### config.mk
export PLATFORM = sky130hd
export DESIGN_NAME = fan_pwm_multi
export DESIGN_NICKNAME = d
export VERILOG_FILES = /design/src/rtl/fan_pwm_multi.sv
export SDC_FILE = /design/constraint.sdc
export NUM_CORES = 1
export LEC_CHECK = 0
export CELL_PAD_IN_SITES_DETAIL_PLACEMENT = 1
export CELL_PAD_IN_SITES_GLOBAL_PLACEMENT = 1
export CORE_MARGIN = 5
export CORE_UTILIZATION = 45
export DETAILED_ROUTE_END_ITERATION = 10
export PLACE_DENSITY_LB_ADDON = 0.25
export SYNTH_ARGS = -nofsm -noshare
export SYNTH_HDL_FRONTEND = slang
export SYNTH_SLANG_ARGS = --single-unit
### constraint.sdc
create_clock -name clk -period 3.8 [get_ports clk]
set_clock_uncertainty 0.1 [all_clocks]
set_input_delay 0.57 -clock clk [delete_from_list [all_inputs] [get_ports clk]]
set_output_delay 0.57 -clock clk [all_outputs]
set_load 0.03 [all_outputs]
### src/rtl/fan_pwm_multi.sv
// fan_pwm_multi: N-channel fan controller. A shared prescaler and PWM period
// counter drive every channel; each channel has its own soft-start duty ramp,
// registered PWM output, tach period measurement and stall detection.
module fan_pwm_multi #(
  parameter int N_CH          = 2,
  parameter int PWM_W         = 8,
  parameter int PRESC_W       = 8,
  parameter int TACH_W        = 16,
  parameter int RAMP_STEP     = 1,
  parameter int STALL_PERIODS = 4
) (
  input  logic                    clk,
  input  logic                    rst_n,
  input  logic                    ena,
  input  logic [PRESC_W-1:0]      presc,
  input  logic [N_CH*PWM_W-1:0]   duty_target,
  input  logic [N_CH-1:0]         tach_in,
  output logic [N_CH-1:0]         pwm_out,
  output logic [N_CH*TACH_W-1:0]  tach_count,
  output logic [N_CH-1:0]         tach_valid,
  output logic [N_CH-1:0]         stall,
  output logic [N_CH*PWM_W-1:0]   duty_cur
);

  localparam int MISS_W = $clog2(STALL_PERIODS + 1);

  localparam logic [PWM_W-1:0]   DUTY_MAX  = {PWM_W{1'b1}};
  localparam logic [PWM_W-1:0]   DUTY_ZERO = {PWM_W{1'b0}};
  localparam logic [PWM_W-1:0]   STEP      = PWM_W'(RAMP_STEP);
  localparam logic [TACH_W-1:0]  TACH_MAX  = {TACH_W{1'b1}};
  localparam logic [TACH_W-1:0]  TACH_ZERO = {TACH_W{1'b0}};
  localparam logic [TACH_W-1:0]  TACH_ONE  = TACH_W'(1);
  localparam logic [MISS_W-1:0]  MISS_LIM  = MISS_W'(STALL_PERIODS);
  localparam logic [MISS_W-1:0]  MISS_ZERO = {MISS_W{1'b0}};
  localparam logic [PRESC_W-1:0] PRESC_ZERO = {PRESC_W{1'b0}};

  // ---------------------------------------------------------------------------
  // Shared timebase
  // ---------------------------------------------------------------------------
  logic [PRESC_W-1:0] presc_cnt_q, presc_cnt_d;
  logic [PRESC_W-1:0] presc_lat_q, presc_lat_d;
  logic [PRESC_W-1:0] presc_lim_s;
  logic [PWM_W-1:0]   pwm_cnt_q, pwm_cnt_d;
  logic               tick_s;
  logic               ps_s;

  // Prescaler and PWM counter next state; the divider limit is captured at
  // the start of each prescale cycle so a presc change only lands at a wrap.
  always_comb begin
    presc_cnt_d = presc_cnt_q;
    presc_lat_d = presc_lat_q;
    pwm_cnt_d   = pwm_cnt_q;
    tick_s      = 1'b0;
    presc_lim_s = (presc_cnt_q == PRESC_ZERO) ? presc : presc_lat_q;
    if (!ena) begin
      presc_cnt_d = PRESC_ZERO;
      presc_lat_d = PRESC_ZERO;
      pwm_cnt_d   = DUTY_ZERO;
    end else begin
      presc_lat_d = presc_lim_s;
      tick_s      = (presc_cnt_q == presc_lim_s);
      if (tick_s) begin
        presc_cnt_d = PRESC_ZERO;
        pwm_cnt_d   = pwm_cnt_q + PWM_W'(1);
      end else begin
        presc_cnt_d = presc_cnt_q + PRESC_W'(1);
        pwm_cnt_d   = pwm_cnt_q;
      end
    end
    ps_s = tick_s && (pwm_cnt_q == DUTY_MAX);
  end

  // Timebase registers.
  always_ff @(posedge clk or negedge rst_n) begin
    if (!rst_n) begin
      presc_cnt_q <= PRESC_ZERO;
      presc_lat_q <= PRESC_ZERO;
      pwm_cnt_q   <= DUTY_ZERO;
    end else begin
      presc_cnt_q <= presc_cnt_d;
      presc_lat_q <= presc_lat_d;
      pwm_cnt_q   <= pwm_cnt_d;
    end
  end

  // ---------------------------------------------------------------------------
  // Per-channel logic
  // ---------------------------------------------------------------------------
  for (genvar gi = 0; gi < N_CH; gi++) begin : g_ch
    logic [PWM_W-1:0]  tgt_s;
    logic [PWM_W-1:0]  duty_q, duty_d;
    logic              pwm_q, pwm_d;
    logic              s1_q, s1_d, s2_q, s2_d, s3_q, s3_d;
    logic              rise_s;
    logic [TACH_W-1:0] tcnt_q, tcnt_d;
    logic [TACH_W-1:0] tper_q, tper_d;
    logic              armed_q, armed_d;
    logic              valid_q, valid_d;
    logic [MISS_W-1:0] miss_q, miss_d;
    logic              seen_q, seen_d;
    logic              stall_q, stall_d;

    assign tgt_s  = duty_target[gi*PWM_W +: PWM_W];
    assign rise_s = s2_q & ~s3_q;

    // Soft-start ramp toward the target at each period start, plus PWM compare.
    always_comb begin
      duty_d = duty_q;
      if (!ena) begin
        duty_d = DUTY_ZERO;
      end else if (ps_s) begin
        if (duty_q < tgt_s) begin
          if ((tgt_s - duty_q) > STEP) begin
            duty_d = duty_q + STEP;
          end else begin
            duty_d = tgt_s;
          end
        end else if (duty_q > tgt_s) begin
          if ((duty_q - tgt_s) > STEP) begin
            duty_d = duty_q - STEP;
          end else begin
            duty_d = tgt_s;
          end
        end else begin
          duty_d = duty_q;
        end
      end else begin
        duty_d = duty_q;
      end
      pwm_d = ena & ((duty_q == DUTY_MAX) | (pwm_cnt_q < duty_q));
    end

    // Tach synchronizer and period measurement; the first rise only arms.
    always_comb begin
      s1_d    = tach_in[gi];
      s2_d    = s1_q;
      s3_d    = s2_q;
      tcnt_d  = tcnt_q;
      tper_d  = tper_q;
      armed_d = armed_q;
      valid_d = 1'b0;
      if (!ena) begin
        tcnt_d  = TACH_ZERO;
        armed_d = 1'b0;
        valid_d = 1'b0;
      end else if (rise_s) begin
        tcnt_d  = TACH_ONE;
        armed_d = 1'b1;
        valid_d = armed_q;
        if (armed_q) begin
          tper_d = tcnt_q;
        end else begin
          tper_d = tper_q;
        end
      end else begin
        valid_d = 1'b0;
        if (tcnt_q == TACH_MAX) begin
          tcnt_d = TACH_MAX;
        end else begin
          tcnt_d = tcnt_q + TACH_ONE;
        end
      end
    end

    // Stall detection: count period starts that saw no tach rise; a channel
    // commanded to zero duty is never reported as stalled.
    always_comb begin
      miss_d  = miss_q;
      seen_d  = seen_q;
      stall_d = stall_q;
      if (!ena || (duty_q == DUTY_ZERO)) begin
        miss_d  = MISS_ZERO;
        seen_d  = 1'b0;
        stall_d = 1'b0;
      end else if (ps_s) begin
        if (rise_s || seen_q) begin
          miss_d = MISS_ZERO;
        end else if (miss_q >= MISS_LIM) begin
          miss_d = MISS_LIM;
        end else begin
          miss_d = miss_q + MISS_W'(1);
        end
        seen_d  = 1'b0;
        stall_d = (miss_d >= MISS_LIM);
      end else if (rise_s) begin
        miss_d  = MISS_ZERO;
        seen_d  = 1'b1;
        stall_d = 1'b0;
      end else begin
        miss_d  = miss_q;
        seen_d  = seen_q;
        stall_d = stall_q;
      end
    end

    // Channel state registers.
    always_ff @(posedge clk or negedge rst_n) begin
      if (!rst_n) begin
        duty_q  <= DUTY_ZERO;
        pwm_q   <= 1'b0;
        s1_q    <= 1'b0;
        s2_q    <= 1'b0;
        s3_q    <= 1'b0;
        tcnt_q  <= TACH_ZERO;
        tper_q  <= TACH_ZERO;
        armed_q <= 1'b0;
        valid_q <= 1'b0;
        miss_q  <= MISS_ZERO;
        seen_q  <= 1'b0;
        stall_q <= 1'b0;
      end else begin
        duty_q  <= duty_d;
        pwm_q   <= pwm_d;
        s1_q    <= s1_d;
        s2_q    <= s2_d;
        s3_q    <= s3_d;
        tcnt_q  <= tcnt_d;
        tper_q  <= tper_d;
        armed_q <= armed_d;
        valid_q <= valid_d;
        miss_q  <= miss_d;
        seen_q  <= seen_d;
        stall_q <= stall_d;
      end
    end

    assign pwm_out[gi]                     = pwm_q;
    assign tach_count[gi*TACH_W +: TACH_W] = tper_q;
    assign tach_valid[gi]                  = valid_q;
    assign stall[gi]                       = stall_q;
    assign duty_cur[gi*PWM_W +: PWM_W]     = duty_q;
  end

endmodule
==> metrics <==
CTS tree yes; DRC Markers 0; antenna violations before repair 0; critical path fanouts, max 7; sequential share of power between 30% and 40%; data arrival time of the critical path 3.84 ns; Setup violations, final 0; placeable core region 0.01730 mm2; Buffers on Ports ~80; number of global-route vias before repair between 7,000 and 8,000; largest net degree at the start of global routing 60; aggregate global-route resource usage about a quarter; Initial DRC Count 261; sequential area share after synthesis 39.05%; critical register-to-register path endpoint g_ch[1].duty_q[2]$_DFFE_PN0P_; maximum operating frequency ~0.27 GHz; post-synth design cell area 0.007946 mm2; number of flops mapped to enable cells by yosys 0; instance count of the mapped netlist ~840; # nets final 1,058; beginning of the worst register-to-register path g_ch[1].duty_q[1]$_DFFE_PN0P_; Max IR drop VDD ~0.27 mV; Internal ~3.1 mW; status complete, no violations; average detailed-routed wire length per instance about 19 um; Die X-Extent between 100 and 150 um; fill count about 2,000; actual slew at the worst max-slew pin 0.8885 ns; post-CTS setup buffers 0; number of nets with antenna violations after routing 0; reg2reg path depth 10; Inst Count DP roughly 1,200; count of state elements after synthesis roughly 120; first-pass GRT wire length between 30,000 and 40,000 um; number of resized instances in the post-cts repair step 0; most common cell after layout, fill and taps aside dfrtp_1; worst-case clock buffer depth 2; CP Data Required Time about 4 ns; proportion of synthesized flip-flops having asynchronous set or reset 100.0%; max-cap violations 0; worst hold path class reg -> reg; antenna diode count 0; half-perimeter wire length after detailed placement between 15,000 and 20,000 um; layout cells sized above 1 ~15%; number of pins exceeding their max-slew limit in the final report 0; final RePlAce weighted congestion ~0.92; startpoint of the most critical hold path g_ch[1].s1_q$_DFF_PN0_; WHS between 0.2 and 0.3 ns; grt ovf 0; end of the worst hold path g_ch[1].s2_q$_DFF_PN0_; switching share of total power about a third; top_reg_cell synth dfrtp_1; pre-CTS WS -0.2255 ns; clk slew on worst S/H paths around 0.060 ns; clock group share of total power 37.8%; via count of the routed design 6,876; mean instance size in the synthesized netlist approximately 9.4 um2; routed wire length 22,970 um; Yosys cell types between 70 and 80; clock latency on the worst-skew pair roughly 0.42 ns; overall power of the completed layout 4.574 mW; Hold Path Stages 0; leakage dissipation around 4.5 nW; DR pass1 iterations 4; row cnt 48; Die Footprint approximately 0.020 mm2; Crit Path Category in -> reg; H-tree levels 4; Worst setup SP type input pin; reg2reg setup slack between 0.2 and 0.3 ns; most frequent cells in the layout dfrtp_1, clkdlybuf4s50_1, inv_1, a21oi_1, buf_4; RSZ-0062 raised after global routing false; die span in y around 140 um; minimum clock period roughly 3.7 ns; worst path buffer plus inverter count 1; Power per Cell Area around 460 mW/mm2; Num Clock Sinks approximately 120; area delta synth->final 25.32%; number of CTS-inserted buffers 17; Worst slew margin 40.60%; Sw Pwr between 1 and 1.5 mW; cell type with the highest occurrence count on the critical path mux2_2; CP top delay family simple AND/OR/NAND/NOR gates; Slowest-stage cell, CP clkdlybuf4s50_1; setup slack after layout about 0.15 ns; endpoint class of the critical path flop; relative contribution of combinational cells to total power 29.1%; share of the clock period used by the worst path 96.09%; number of hold violations in the final report 0; total nets after synthesis roughly 930; delay contributed by the slowest stage of the critical path 0.45 ns; non-filler instance count after layout roughly 1,200; Hold Buf Count CTS 1; starting utilization of the core area about 46%; via density per instance approximately 5.7; Clock Root Buffer clkbuf_16; Top Ports 83; yosys synthesis warning count 0; cell breakdown of the critical path clkdlybuf4s50_1, ha_1, fa_1, nor2b_1, o22ai_1, mux2_2, or4_1, or3_1, mux2_2, o221ai_1, nand2_1
==> registers in the layout, summed over array words and instances, names as in the netlist, 6 cells and up <==
register and count:
g_ch.tcnt_q 32, g_ch.tper_q 32, g_ch.duty_q 16, presc_cnt_q 8, presc_lat_q 8, pwm_cnt_q 8
g_ch.miss_q 6
==> kinds of logic (layout without fill, tap and decap cells) <==
kind of cell | after synthesis | count (layout) | synth area share (%)
AND/OR/NAND/NOR | 252 | 252 | 15.62
AO/OA/AOI/OAI | 199 | 199 | 17.30
flip-flops | 124 | 124 | 39.05
buffers and inverters | 106 | 243 | 5.653
adder cells (fa/ha/maj) | 63 | 63 | 10.30
XOR/XNOR | 52 | 52 | 5.731
multiplexers | 46 | 46 | 6.345
==> power by group through the flow <==
stage	Combinational [mW]	Clock [mW]	Sequential (mW)
6_report	1.33	1.73	1.51
5_1_grt	1.46	1.83	1.53
4_1_cts	1.34	1.76	1.51
3_5_place_dp	1.32	0	1.53
3_3_place_gp	1.27	0	1.53
2_1_floorplan	0.775	0	1.56
==> synth_stat cells, types with 10 or more instances <==
master	count	area share (%)
dfrtp_1	124	39
inv_1	66	3.1
a21oi_1	65	4.1
ha_1	59	9.3
nor2_1	59	2.8
nand2_1	57	2.7
nand3_1	37	2.3
mux2_2	31	4.4
o21ai_0	29	1.8
xnor2_1	29	3.2
clkbuf_1	23	1.1
xor2_1	23	2.5
nor3_1	17	1.1
mux2i_1	14	1.8
and3_1	13	1.0
a21o_1	12	1.1
nand2b_1	12	0.94
a31oi_1	10	0.79
nand4_1	10	0.79
nor2b_1	10	0.79
==> worst max-delay path by stage <==
stage	startpoint	end	slack, ns	cells after the start
after floorplan	g_ch[1].duty_q[0]$_DFFE_PN0P_	g_ch[1].duty_q[4]$_DFFE_PN0P_	0.32	11
after detailed placement	duty_target[8]	g_ch[1].duty_q[2]$_DFFE_PN0P_	-0.23	11
after global routing	duty_target[8]	g_ch[1].duty_q[2]$_DFFE_PN0P_	0.11	11
after CTS	duty_target[8]	g_ch[1].duty_q[2]$_DFFE_PN0P_	0.20	11
after global placement	duty_target[8]	g_ch[1].duty_q[4]$_DFFE_PN0P_	-0.11	11
final	duty_target[8]	g_ch[1].duty_q[2]$_DFFE_PN0P_	0.15	11
==> final cells by class <==
type,instances,area (um2),share of cell area [%]
inverters,68,255.2,2.563
multi-input cells,612,4394,44.13
well taps,225,281.5,2.827
repair buffers,143,1291,12.97
clock buffers,19,442.9,4.448
flip-flops and latches,124,3103,31.16
clock inverters,13,190.2,1.910
==> per-layer routing <==
| layer | share of wire (%) | GRT usage [%] | vias to the layer above |
|---|---|---|---|
| met3 | 3.2 | 4.119 | 25 |
| met5 | 0 | 0 | - |
| li1 | - | - | 3237 |
| met4 | 1.4 | 6.253 | 0 |
| met1 | 44 | 28.97 | 3480 |
| met2 | 52 | 41.52 | 134 |
==> per-stage QoR <==
stage	area (um2)	utilization, %	TNS [ns]
after floorplan	7946	-	0
after CTS	9958	57.57	0
after detailed placement	9315	53.86	-1.535
final	9958	57.57	0
after global placement	9315	53.86	-0.3270
after global routing	9958	57.57	0
No activity file was read; power rests on OpenSTA's default activity.
